## src/rtl/mult_pkg.sv

```systemverilog
// Shared types and default parameters for the multiplier issue stage.
package mult_pkg;

  localparam int unsigned M_DEF       = 8;
  localparam int unsigned N_DEF       = 8;
  localparam int unsigned DEPTH_DEF   = 4;
  localparam int unsigned TIMEOUT_DEF = 64;

  typedef enum logic [1:0] {
    ST_IDLE  = 2'd0,
    ST_ISSUE = 2'd1,
    ST_WAIT  = 2'd2,
    ST_HOLD  = 2'd3
  } state_e;

endpackage

```

## src/rtl/operand_fifo.sv

```systemverilog
// Synchronous operand FIFO with wrap-around pointers and an occupancy count.
module operand_fifo #(
  parameter int unsigned W     = 16,
  parameter int unsigned DEPTH = 4
) (
  input  logic                    clk,
  input  logic                    rst,
  input  logic                    push_i,
  input  logic                    pop_i,
  input  logic [W-1:0]            wdata_i,
  output logic [W-1:0]            rdata_o,
  output logic [$clog2(DEPTH):0]  count_o,
  output logic                    empty_o
);

  localparam int unsigned AW = $clog2(DEPTH);
  localparam int unsigned CW = AW + 1;

  logic [W-1:0]  mem_q [DEPTH];
  logic [AW-1:0] wr_ptr_q;
  logic [AW-1:0] rd_ptr_q;
  logic [CW-1:0] count_q;
  logic          do_push;
  logic          do_pop;

  assign do_push = push_i && (count_q < CW'(DEPTH));
  assign do_pop  = pop_i && (count_q != '0);

  // Pointer and occupancy bookkeeping; simultaneous push and pop leaves count unchanged.
  always_ff @(posedge clk or negedge rst) begin
    if (!rst) begin
      wr_ptr_q <= '0;
      rd_ptr_q <= '0;
      count_q  <= '0;
    end else begin
      if (do_push) wr_ptr_q <= wr_ptr_q + AW'(1);
      if (do_pop)  rd_ptr_q <= rd_ptr_q + AW'(1);
      case ({do_push, do_pop})
        2'b10:   count_q <= count_q + CW'(1);
        2'b01:   count_q <= count_q - CW'(1);
        default: count_q <= count_q;
      endcase
    end
  end

  // Storage array; contents are don't-care while the count says empty.
  always_ff @(posedge clk) begin
    if (do_push) mem_q[wr_ptr_q] <= wdata_i;
  end

  assign rdata_o = mem_q[rd_ptr_q];
  assign count_o = count_q;
  assign empty_o = (count_q == '0);

endmodule

```

## src/rtl/mult_issue_ctrl.sv

```systemverilog
// Operand issue / result capture around a shift-add multiplier, with zero bypass and watchdog.
module mult_issue_ctrl
  import mult_pkg::*;
#(
  parameter int unsigned M       = M_DEF,
  parameter int unsigned N       = N_DEF,
  parameter int unsigned DEPTH   = DEPTH_DEF,
  parameter int unsigned TIMEOUT = TIMEOUT_DEF
) (
  input  logic           clk,
  input  logic           rst,
  input  logic           in_valid,
  output logic           in_ready,
  input  logic [M-1:0]   in_d,
  input  logic [N-1:0]   in_q,
  output logic           mul_start,
  output logic [M-1:0]   mul_d,
  output logic [N-1:0]   mul_q,
  input  logic           mul_done,
  input  logic [M+N-1:0] mul_prod,
  output logic           out_valid,
  input  logic           out_ready,
  output logic [M+N-1:0] out_prod,
  output logic           busy,
  output logic           timeout_err
);

  localparam int unsigned PW  = M + N;
  localparam int unsigned FCW = $clog2(DEPTH) + 1;
  localparam int unsigned WCW = $clog2(TIMEOUT);

  state_e         state_q, state_d;
  logic [M-1:0]   mul_d_q, mul_d_d;
  logic [N-1:0]   mul_q_q, mul_q_d;
  logic [PW-1:0]  out_prod_q, out_prod_d;
  logic [WCW-1:0] wd_cnt_q, wd_cnt_d;
  logic           mul_start_q, mul_start_d;
  logic           out_valid_q, out_valid_d;
  logic           timeout_err_q, timeout_err_d;

  logic           fifo_push;
  logic           fifo_pop;
  logic           fifo_empty;
  logic [FCW-1:0] fifo_count;
  logic [PW-1:0]  fifo_head;
  logic [M-1:0]   head_d;
  logic [N-1:0]   head_q;
  logic           launch;

  assign in_ready  = (fifo_count < FCW'(DEPTH));
  assign fifo_push = in_valid && in_ready;
  assign head_d    = fifo_head[PW-1:N];
  assign head_q    = fifo_head[N-1:0];

  operand_fifo #(
    .W     (PW),
    .DEPTH (DEPTH)
  ) u_fifo (
    .clk     (clk),
    .rst     (rst),
    .push_i  (fifo_push),
    .pop_i   (fifo_pop),
    .wdata_i ({in_d, in_q}),
    .rdata_o (fifo_head),
    .count_o (fifo_count),
    .empty_o (fifo_empty)
  );

  // State and registered outputs.
  always_ff @(posedge clk or negedge rst) begin
    if (!rst) begin
      state_q       <= ST_IDLE;
      mul_d_q       <= '0;
      mul_q_q       <= '0;
      out_prod_q    <= '0;
      wd_cnt_q      <= '0;
      mul_start_q   <= 1'b0;
      out_valid_q   <= 1'b0;
      timeout_err_q <= 1'b0;
    end else begin
      state_q       <= state_d;
      mul_d_q       <= mul_d_d;
      mul_q_q       <= mul_q_d;
      out_prod_q    <= out_prod_d;
      wd_cnt_q      <= wd_cnt_d;
      mul_start_q   <= mul_start_d;
      out_valid_q   <= out_valid_d;
      timeout_err_q <= timeout_err_d;
    end
  end

  // Next-state: pop/launch from IDLE or on HOLD hand-off, watchdog in WAIT.
  always_comb begin
    state_d       = state_q;
    mul_d_d       = mul_d_q;
    mul_q_d       = mul_q_q;
    out_prod_d    = out_prod_q;
    wd_cnt_d      = wd_cnt_q;
    timeout_err_d = timeout_err_q;
    fifo_pop      = 1'b0;
    launch        = 1'b0;

    case (state_q)
      ST_IDLE: begin
        if (!fifo_empty) launch = 1'b1;
      end
      ST_ISSUE: begin
        wd_cnt_d = '0;
        state_d  = ST_WAIT;
      end
      ST_WAIT: begin
        if (mul_done) begin
          out_prod_d = mul_prod;
          state_d    = ST_HOLD;
        end else if (wd_cnt_q == WCW'(TIMEOUT - 1)) begin
          timeout_err_d = 1'b1;
          state_d       = ST_IDLE;
        end else begin
          wd_cnt_d = wd_cnt_q + WCW'(1);
        end
      end
      ST_HOLD: begin
        if (out_ready) begin
          if (!fifo_empty) launch = 1'b1;
          else             state_d = ST_IDLE;
        end
      end
      default: state_d = ST_IDLE;
    endcase

    // Shared pop path: zero operands skip the multiplier entirely.
    if (launch) begin
      fifo_pop = 1'b1;
      mul_d_d  = head_d;
      mul_q_d  = head_q;
      if ((head_d == '0) || (head_q == '0)) begin
        out_prod_d = '0;
        state_d    = ST_HOLD;
      end else begin
        state_d = ST_ISSUE;
      end
    end

    mul_start_d = (state_d == ST_ISSUE);
    out_valid_d = (state_d == ST_HOLD);
  end

  assign mul_start   = mul_start_q;
  assign mul_d       = mul_d_q;
  assign mul_q       = mul_q_q;
  assign out_valid   = out_valid_q;
  assign out_prod    = out_prod_q;
  assign timeout_err = timeout_err_q;
  assign busy        = (state_q != ST_IDLE) || !fifo_empty;

endmodule

```

## config.mk

```make
export PLATFORM = sky130hd
export DESIGN_NAME = mult_issue_ctrl
export DESIGN_NICKNAME = d
export VERILOG_FILES = /design/src/rtl/mult_pkg.sv /design/src/rtl/operand_fifo.sv /design/src/rtl/mult_issue_ctrl.sv
export SDC_FILE = /design/constraint.sdc
export NUM_CORES = 1
export LEC_CHECK = 0
export ABC_AREA = 1
export CAP_MARGIN = 20
export CORE_MARGIN = 2
export CORE_UTILIZATION = 40
export CTS_CLUSTER_DIAMETER = 80
export CTS_CLUSTER_SIZE = 28
export DETAILED_ROUTE_END_ITERATION = 10
export PLACE_DENSITY = 0.61
export SLEW_MARGIN = 20
export SYNTH_ARGS = -nofsm -noshare
export SYNTH_HDL_FRONTEND = slang
export SYNTH_SLANG_ARGS = --single-unit
```

## constraint.sdc

```tcl
create_clock -name clk -period 4.8 [get_ports clk]
set_input_delay 0.72 -clock clk [delete_from_list [all_inputs] [get_ports clk]]
set_output_delay 0.72 -clock clk [all_outputs]
set_load 0.05 [all_outputs]
```

==> results.py, run 1 <==
metrics = {
    "logic_synthesis": {
        "synth_ff_type": "edfxtp_1",
        "ys_types": 29,
        "syn_inst": 440,
        "syn_area_sq_mm": 0.00486,
        "async_flop_share": 0.439,
        "syn-num-nets": 489,
        "synth_seq_cells": 114,
        "synth_edf_count": 64,
        "ys_warn_count": 0,
        "synth_area_per_cell_sq_um": 11.0,
        "yosysSeqAreaShare": 0.653,
    },
    "grt": {
        "grt_pass1_vias": 3219,
        "grt_usage": 0.168,
        "antenna_found_initial": 0,
        "grt_max_degree": 51,
        "grt_first_pass_wirelength_mm": 16.4,
        "overflow": 0,
    },
    "power": {
        "power.switching_mw": 1.89,
        "intPower_mw": 2.84,
        "switching_share": 0.400,
        "power.combinational.fraction": 0.404,
        "p_per_area_mw_per_mm2": 752,
        "vdd_drop_max_v": 0.000362,
        "seqPwrFrac": 0.312,
        "p_leak_nw": 2.60,
        "clkPwrFrac": 0.284,
    },
    "placement": {
        "placed_area_sq_mm": 0.00566,
        "post-dp-hpwl_mm": 6.43,
        "gp_congestion": 0.768,
        "portBuffers": 73,
    },
    "worst_setup_path": {
        "crit_path_max_fanout": 37,
        "cp-end-kind": "register",
        "crit_required_ps": 5080,
        "max_stage_delay_ps": 510,
        "crit_arrival_ps": 3270,
        "path_cells": "clkdlybuf4s50_1, a21o_1, nand2_2, inv_2, ha_1, inv_1, fa_1, a21oi_1, o21ai_0, xor2_1",
        "cp-start-kind": "input port",
        "cp_slowest_cell": "clkdlybuf4s50_1",
        "criticalPathCategory": "input port to register",
    },
    "timing": {
        "period_share": 0.624,
        "fin_crit_ps": 2990,
        "setup_viol": 0,
        "tns_ps": 0,
        "timing.fmax_mhz": 334,
        "grt_setup_unrepaired": "no",
        "hold_viol_final": 0,
        "tightestPinTransition_ps": 1040,
        "clock_skew_ps": 13.1,
        "drv_slew": 0,
        "relSlewSlack": 0.309,
    },
    "clock_tree": {
        "cts_sinks": 114,
        "clk_pin_slew_worst_paths_ps": 50,
        "post_cts_resized": 0,
        "cts_hold_buf": 0,
        "cts_tree": "yes",
        "cts_buffer_depth": 2,
        "clock_latency_ps": 410,
        "clockRootBuffer": "clkbuf_16",
        "cts_setup_buffers": 0,
        "htree_levels": 4,
        "numCtsBuffers": 17,
    },
    "floorplan": {
        "placement_rows": 40,
        "die_width_um": 114,
        "die_h_um": 114,
        "io_pins": 74,
        "coreArea_sq_mm": 0.0119,
        "initial_core_util": 0.408,
        "die_area_sq_mm": 0.0130,
    },
    "routing": {
        "drt_iter0_drc": 235,
        "drt-vias-per-instance": 4.91,
        "vias": 3318,
        "wirelength_mm": 10.3,
        "post_drt_wl_per_cell_um": 15.2,
        "drc": 0,
        "drtPass1Iterations": 5,
        "ant_nets": 0,
    },
    "status": {
        "outcome": "completed",
    },
    "cells_and_area": {
        "fillers": 1070,
        "antennaDiodeCount": 0,
        "nets": 565,
        "syn_to_final_growth_pct": 29.5,
        "design_area_sq_mm": 0.00629,
        "layout-drive-gt1-share": 0.112,
    },
    "min_path": {
        "hold_path_class": "input port to asynchronous set/reset pin",
    },
    "flow_run": {
        "cap_violations": 0,
    },
}
Yosys cell counts, drive strengths merged, types with 2 or more instances:
cell,count,area (sq um)
o21ai,23,115
edfxtp,64,1920
clkbuf,5,18.8
dfrtp,50,1250
nand3,38,190
nor2,14,52.6
nand4,2,12.5
inv,26,100
nand2,159,617
a21oi,6,33.8
buf,13,115
xor2,7,61.3
a22oi,16,170
ha,11,138
per-stage QoR:
stage	util	setup WS [ps]	power, mW	instances	hold slack (ps)
finish	0.528	1810	4.73	676	426
global route	0.528	1600	5.02	676	475
CTS	0.528	1780	4.78	676	440
detailed placement	0.475	1400	3.42	644	463
global placement	0.475	1440	3.37	644	455
floorplan	-	2320	2.87	440	424
power by group through the flow:
stage | Clock [mW] | Combinational (mW) | Sequential [mW]
floorplan | 0 | 0.966 | 1.90
global placement | 0 | 1.88 | 1.49
detailed placement | 0 | 1.93 | 1.50
CTS | 1.36 | 1.94 | 1.48
global route | 1.41 | 2.11 | 1.51
finish | 1.34 | 1.91 | 1.48
flip-flops by register name, indices dropped and copies added (netlist names), 2 cells and up:
signal / flops
u_fifo.mem_q: 64
mul_d: 8
u_fifo.count_o: 3
state_q: 2
out_prod: 16
mul_q: 8
u_fifo.rd_ptr_q: 2
u_fifo.wr_ptr_q: 2
wd_cnt_q: 6
final timing paths:
kind	cells after the start	slack (ps)	start	end
worst max-delay path	10	1810	out_ready	u_fifo.count_o[2]
worst min-delay path	2	430	rst	wd_cnt_q[4]
worst max register to register	11	1840	state_q[0]	u_fifo.count_o[2]
worst min register to register	1	470	timeout_err	timeout_err
max in group asynchronous	2	3930	rst	mul_d[2]
min in group clk	1	470	timeout_err	timeout_err
per-layer routing:
layer | up-vias | GRT usage | part of all wire
met5 | - | 0 | 0
met4 | 0 | 0.0740 | 0.015
met3 | 11 | 0.0535 | 0.055
met2 | 101 | 0.269 | 0.49
met1 | 1574 | 0.209 | 0.44
li1 | 1632 | - | -
critical path: cells and delay by family:
| family | cells | cell delay [ps] |
|---|---|---|
| compound gates | 3 | 400 |
| buf+inv | 3 | 1070 |
| xor+xnor | 1 | 150 |
| fa+ha+maj | 2 | 590 |
| simple gates | 1 | 350 |
layout by cell type, fill, tap and decap left out, types with 2 or more instances in the layout:
master / Yosys / final
clkinv_2: 0 / 4
o21ai_0: 23 / 23
a22oi_1: 6 / 6
nand2_1: 153 / 153
buf_4: 1 / 2
nand2_2: 5 / 5
nand3_1: 38 / 38
nand4_1: 2 / 2
dfrtp_1: 50 / 50
nor2_1: 14 / 10
bufinv_16: 0 / 5
xor2_1: 7 / 7
clkbuf_16: 0 / 17
clkbuf_1: 5 / 2
a22oi_2: 10 / 10
inv_1: 20 / 20
edfxtp_1: 64 / 64
a21oi_1: 5 / 5
clkdlybuf4s50_1: 0 / 72
nor2_2: 0 / 4
ha_1: 11 / 11
inv_2: 5 / 5
clkinv_1: 0 / 2
final cells by class:
type | count | area, sq um | area share
Timing Repair Buffer | 75 | 741 | 0.118
Multi-Input combinational cell | 282 | 1460 | 0.232
Tap cell | 147 | 184 | 0.0292
Clock buffer | 20 | 447 | 0.0710
Sequential cell | 114 | 3170 | 0.504
Inverter | 26 | 100 | 0.0159
Clock inverter | 12 | 186 | 0.0296
cell families (layout without fill, tap and decap cells):
logic type,Yosys count,after routing,synth area share
flops,114,114,0.653
xor+xnor,8,8,0.0144
buf+inv,44,133,0.0482
compound gates,48,48,0.0706
fa+ha+maj,12,12,0.0325
simple gates,214,214,0.181
Power figures use the tool's default switching activity.
==> run 2, diff against run 1 <==
- clock period: 4.8 -> 2.85 ns (I/O delays scaled with it)
==> results.py, run 2 (synthesis results as in run 1) <==
metrics = {
    "cells_and_area": {
        "layout-drive-gt1-share": 0.115,
        "syn_to_final_growth_pct": 29.1,
        "final_cell_mix": "153 x nand2_1, 72 x clkdlybuf4s50_1, 64 x edfxtp_1",
        "nets": 574,
        "final_common_cell": "nand2_1",
        "antennaDiodeCount": 0,
        "finalNonFillerCells": 685,
        "largest_reg_flops": 64,
        "top_register": "u_fifo.mem_q",
    },
    "power": {
        "p_per_area_mw_per_mm2": 1220,
        "intPower_mw": 4.54,
        "p_leak_nw": 2.60,
        "switching_share": 0.408,
        "power.combinational.fraction": 0.425,
        "clkPwrFrac": 0.257,
        "vdd_drop_max_v": 0.000497,
        "power.switching_mw": 3.13,
        "seqPwrFrac": 0.318,
    },
    "clock_tree": {
        "clk_pin_slew_worst_paths_ps": 50,
        "clock_latency_ps": 420,
        "cts_setup_buffers": 0,
        "numCtsBuffers": 17,
        "clockRootBuffer": "clkbuf_16",
        "htree_levels": 4,
        "cts_buffer_depth": 2,
        "post_cts_resized": 0,
        "cts_tree": "yes",
        "cts_sinks": 114,
        "cts_hold_buf": 1,
    },
    "routing": {
        "routedLengthMet1_mm": 4.47,
        "vias": 3265,
        "drc": 0,
        "drt_iter0_drc": 300,
        "wirelength_mm": 10.0,
        "ant_nets": 0,
        "route.met2.wl_mm": 4.82,
        "post_drt_wl_per_cell_um": 14.6,
        "wl_met3_um": 572,
        "drtPass1Iterations": 4,
        "top_layer": "met4",
        "drt-vias-per-instance": 4.77,
    },
    "timing": {
        "clock_skew_ps": 11.5,
        "setup_viol": 0,
        "tns_ps": 0,
        "timing.fmax_mhz": 408,
        "relSlewSlack": 0.637,
        "tightestPinTransition_ps": 543,
        "setup_slack_ps": 397,
        "drv_slew": 0,
        "hold_viol_final": 0,
        "grt_setup_unrepaired": "no",
        "period_share": 0.861,
        "fin_crit_ps": 2450,
    },
    "worst_setup_path": {
        "criticalPathCategory": "register to output pin",
        "reg2reg_depth": 11,
        "cp_slowest_cell": "clkdlybuf4s50_1",
        "cp-start-kind": "register",
        "crit-reg2reg-launch": "state_q[0]",
        "cp-end-kind": "output pin",
        "crit_arrival_ps": 2030,
        "crit_path_max_fanout": 4,
        "crit_required_ps": 2420,
        "max_stage_delay_ps": 800,
        "r2r_slack_ps": 710,
        "rr_endpoint": "u_fifo.count_o[2]",
        "path_cells": "inv_1, ha_1, nand2_1, clkdlybuf4s50_1",
    },
    "grt": {
        "grt_first_pass_wirelength_mm": 16.5,
        "grt_pass1_vias": 3407,
        "grt_max_degree": 37,
        "overflow": 0,
        "antenna_found_initial": 0,
        "grt_usage": 0.167,
    },
    "placement": {
        "gp_congestion": 0.793,
        "placed_cells": 652,
        "post-dp-hpwl_mm": 6.41,
        "place_ws_ps": 594,
        "portBuffers": 73,
    },
    "floorplan": {
        "initial_core_util": 0.408,
        "coreArea_sq_mm": 0.0119,
        "die_h_um": 114,
        "die_area_sq_mm": 0.0130,
        "io_pins": 74,
        "die_width_um": 114,
        "placement_rows": 40,
    },
    "status": {
        "outcome": "completed",
    },
    "flow_run": {
        "cap_violations": 0,
    },
    "min_path": {
        "hold_path_class": "input port to asynchronous set/reset pin",
    },
}
[run 2: power groups by stage]
stage	sequential, mW	combinational [mW]	clock [mW]
after floorplan	3.20	1.63	0
after global placement	2.46	3.24	0
after detailed placement	2.47	3.31	0
after CTS	2.44	3.32	2.01
after global routing	2.49	3.60	2.07
final	2.44	3.26	1.97
[run 2: routing by layer]
metal  vias up  GRT usage
met5         -          0
met4         0     0.0732
met3         9     0.0487
met2        86      0.279
met1      1525      0.201
li1       1645          -
[run 2: per-stage QoR]
stage                     area [sq um]  power [mW]   util  hold WS [ps]
final                             6270        7.67  0.527           475
after floorplan                   4860        4.83      -           132
after detailed placement          5710        5.77  0.479           386
after CTS                         6270        7.77  0.527           482
after global placement            5710        5.70  0.479           381
after global routing              6270        8.17  0.527           497
[run 2: how the worst max path moves through the flow]
stage	from	to	slack (ps)	cells after the start
after floorplan	state_q[0]	u_fifo.count_o[2]	370	12
after global placement	out_ready	u_fifo.count_o[2]	570	10
after detailed placement	out_ready	u_fifo.count_o[2]	590	10
after CTS	state_q[0]	busy	390	4
after global routing	state_q[1]	busy	310	4
final	state_q[0]	busy	400	4
[run 2: critical path, delay by kind of cell, from the launching register on]
kind | cells | cell delay [ps]
adder cells (fa/ha/maj) | 1 | 230
buffers and inverters | 2 | 910
flip-flops | 1 | 390
AND/OR/NAND/NOR | 1 | 80
[run 2: final cells by class]
cell class              instances  area, sq um
flip-flops and latches        114         3170
clock inverters                11          114
fillers                      1041         5640
inverters                      26          100
multi-input cells             282         1450
repair buffers                 84          811
clock buffers                  21          440
well taps                     147          184
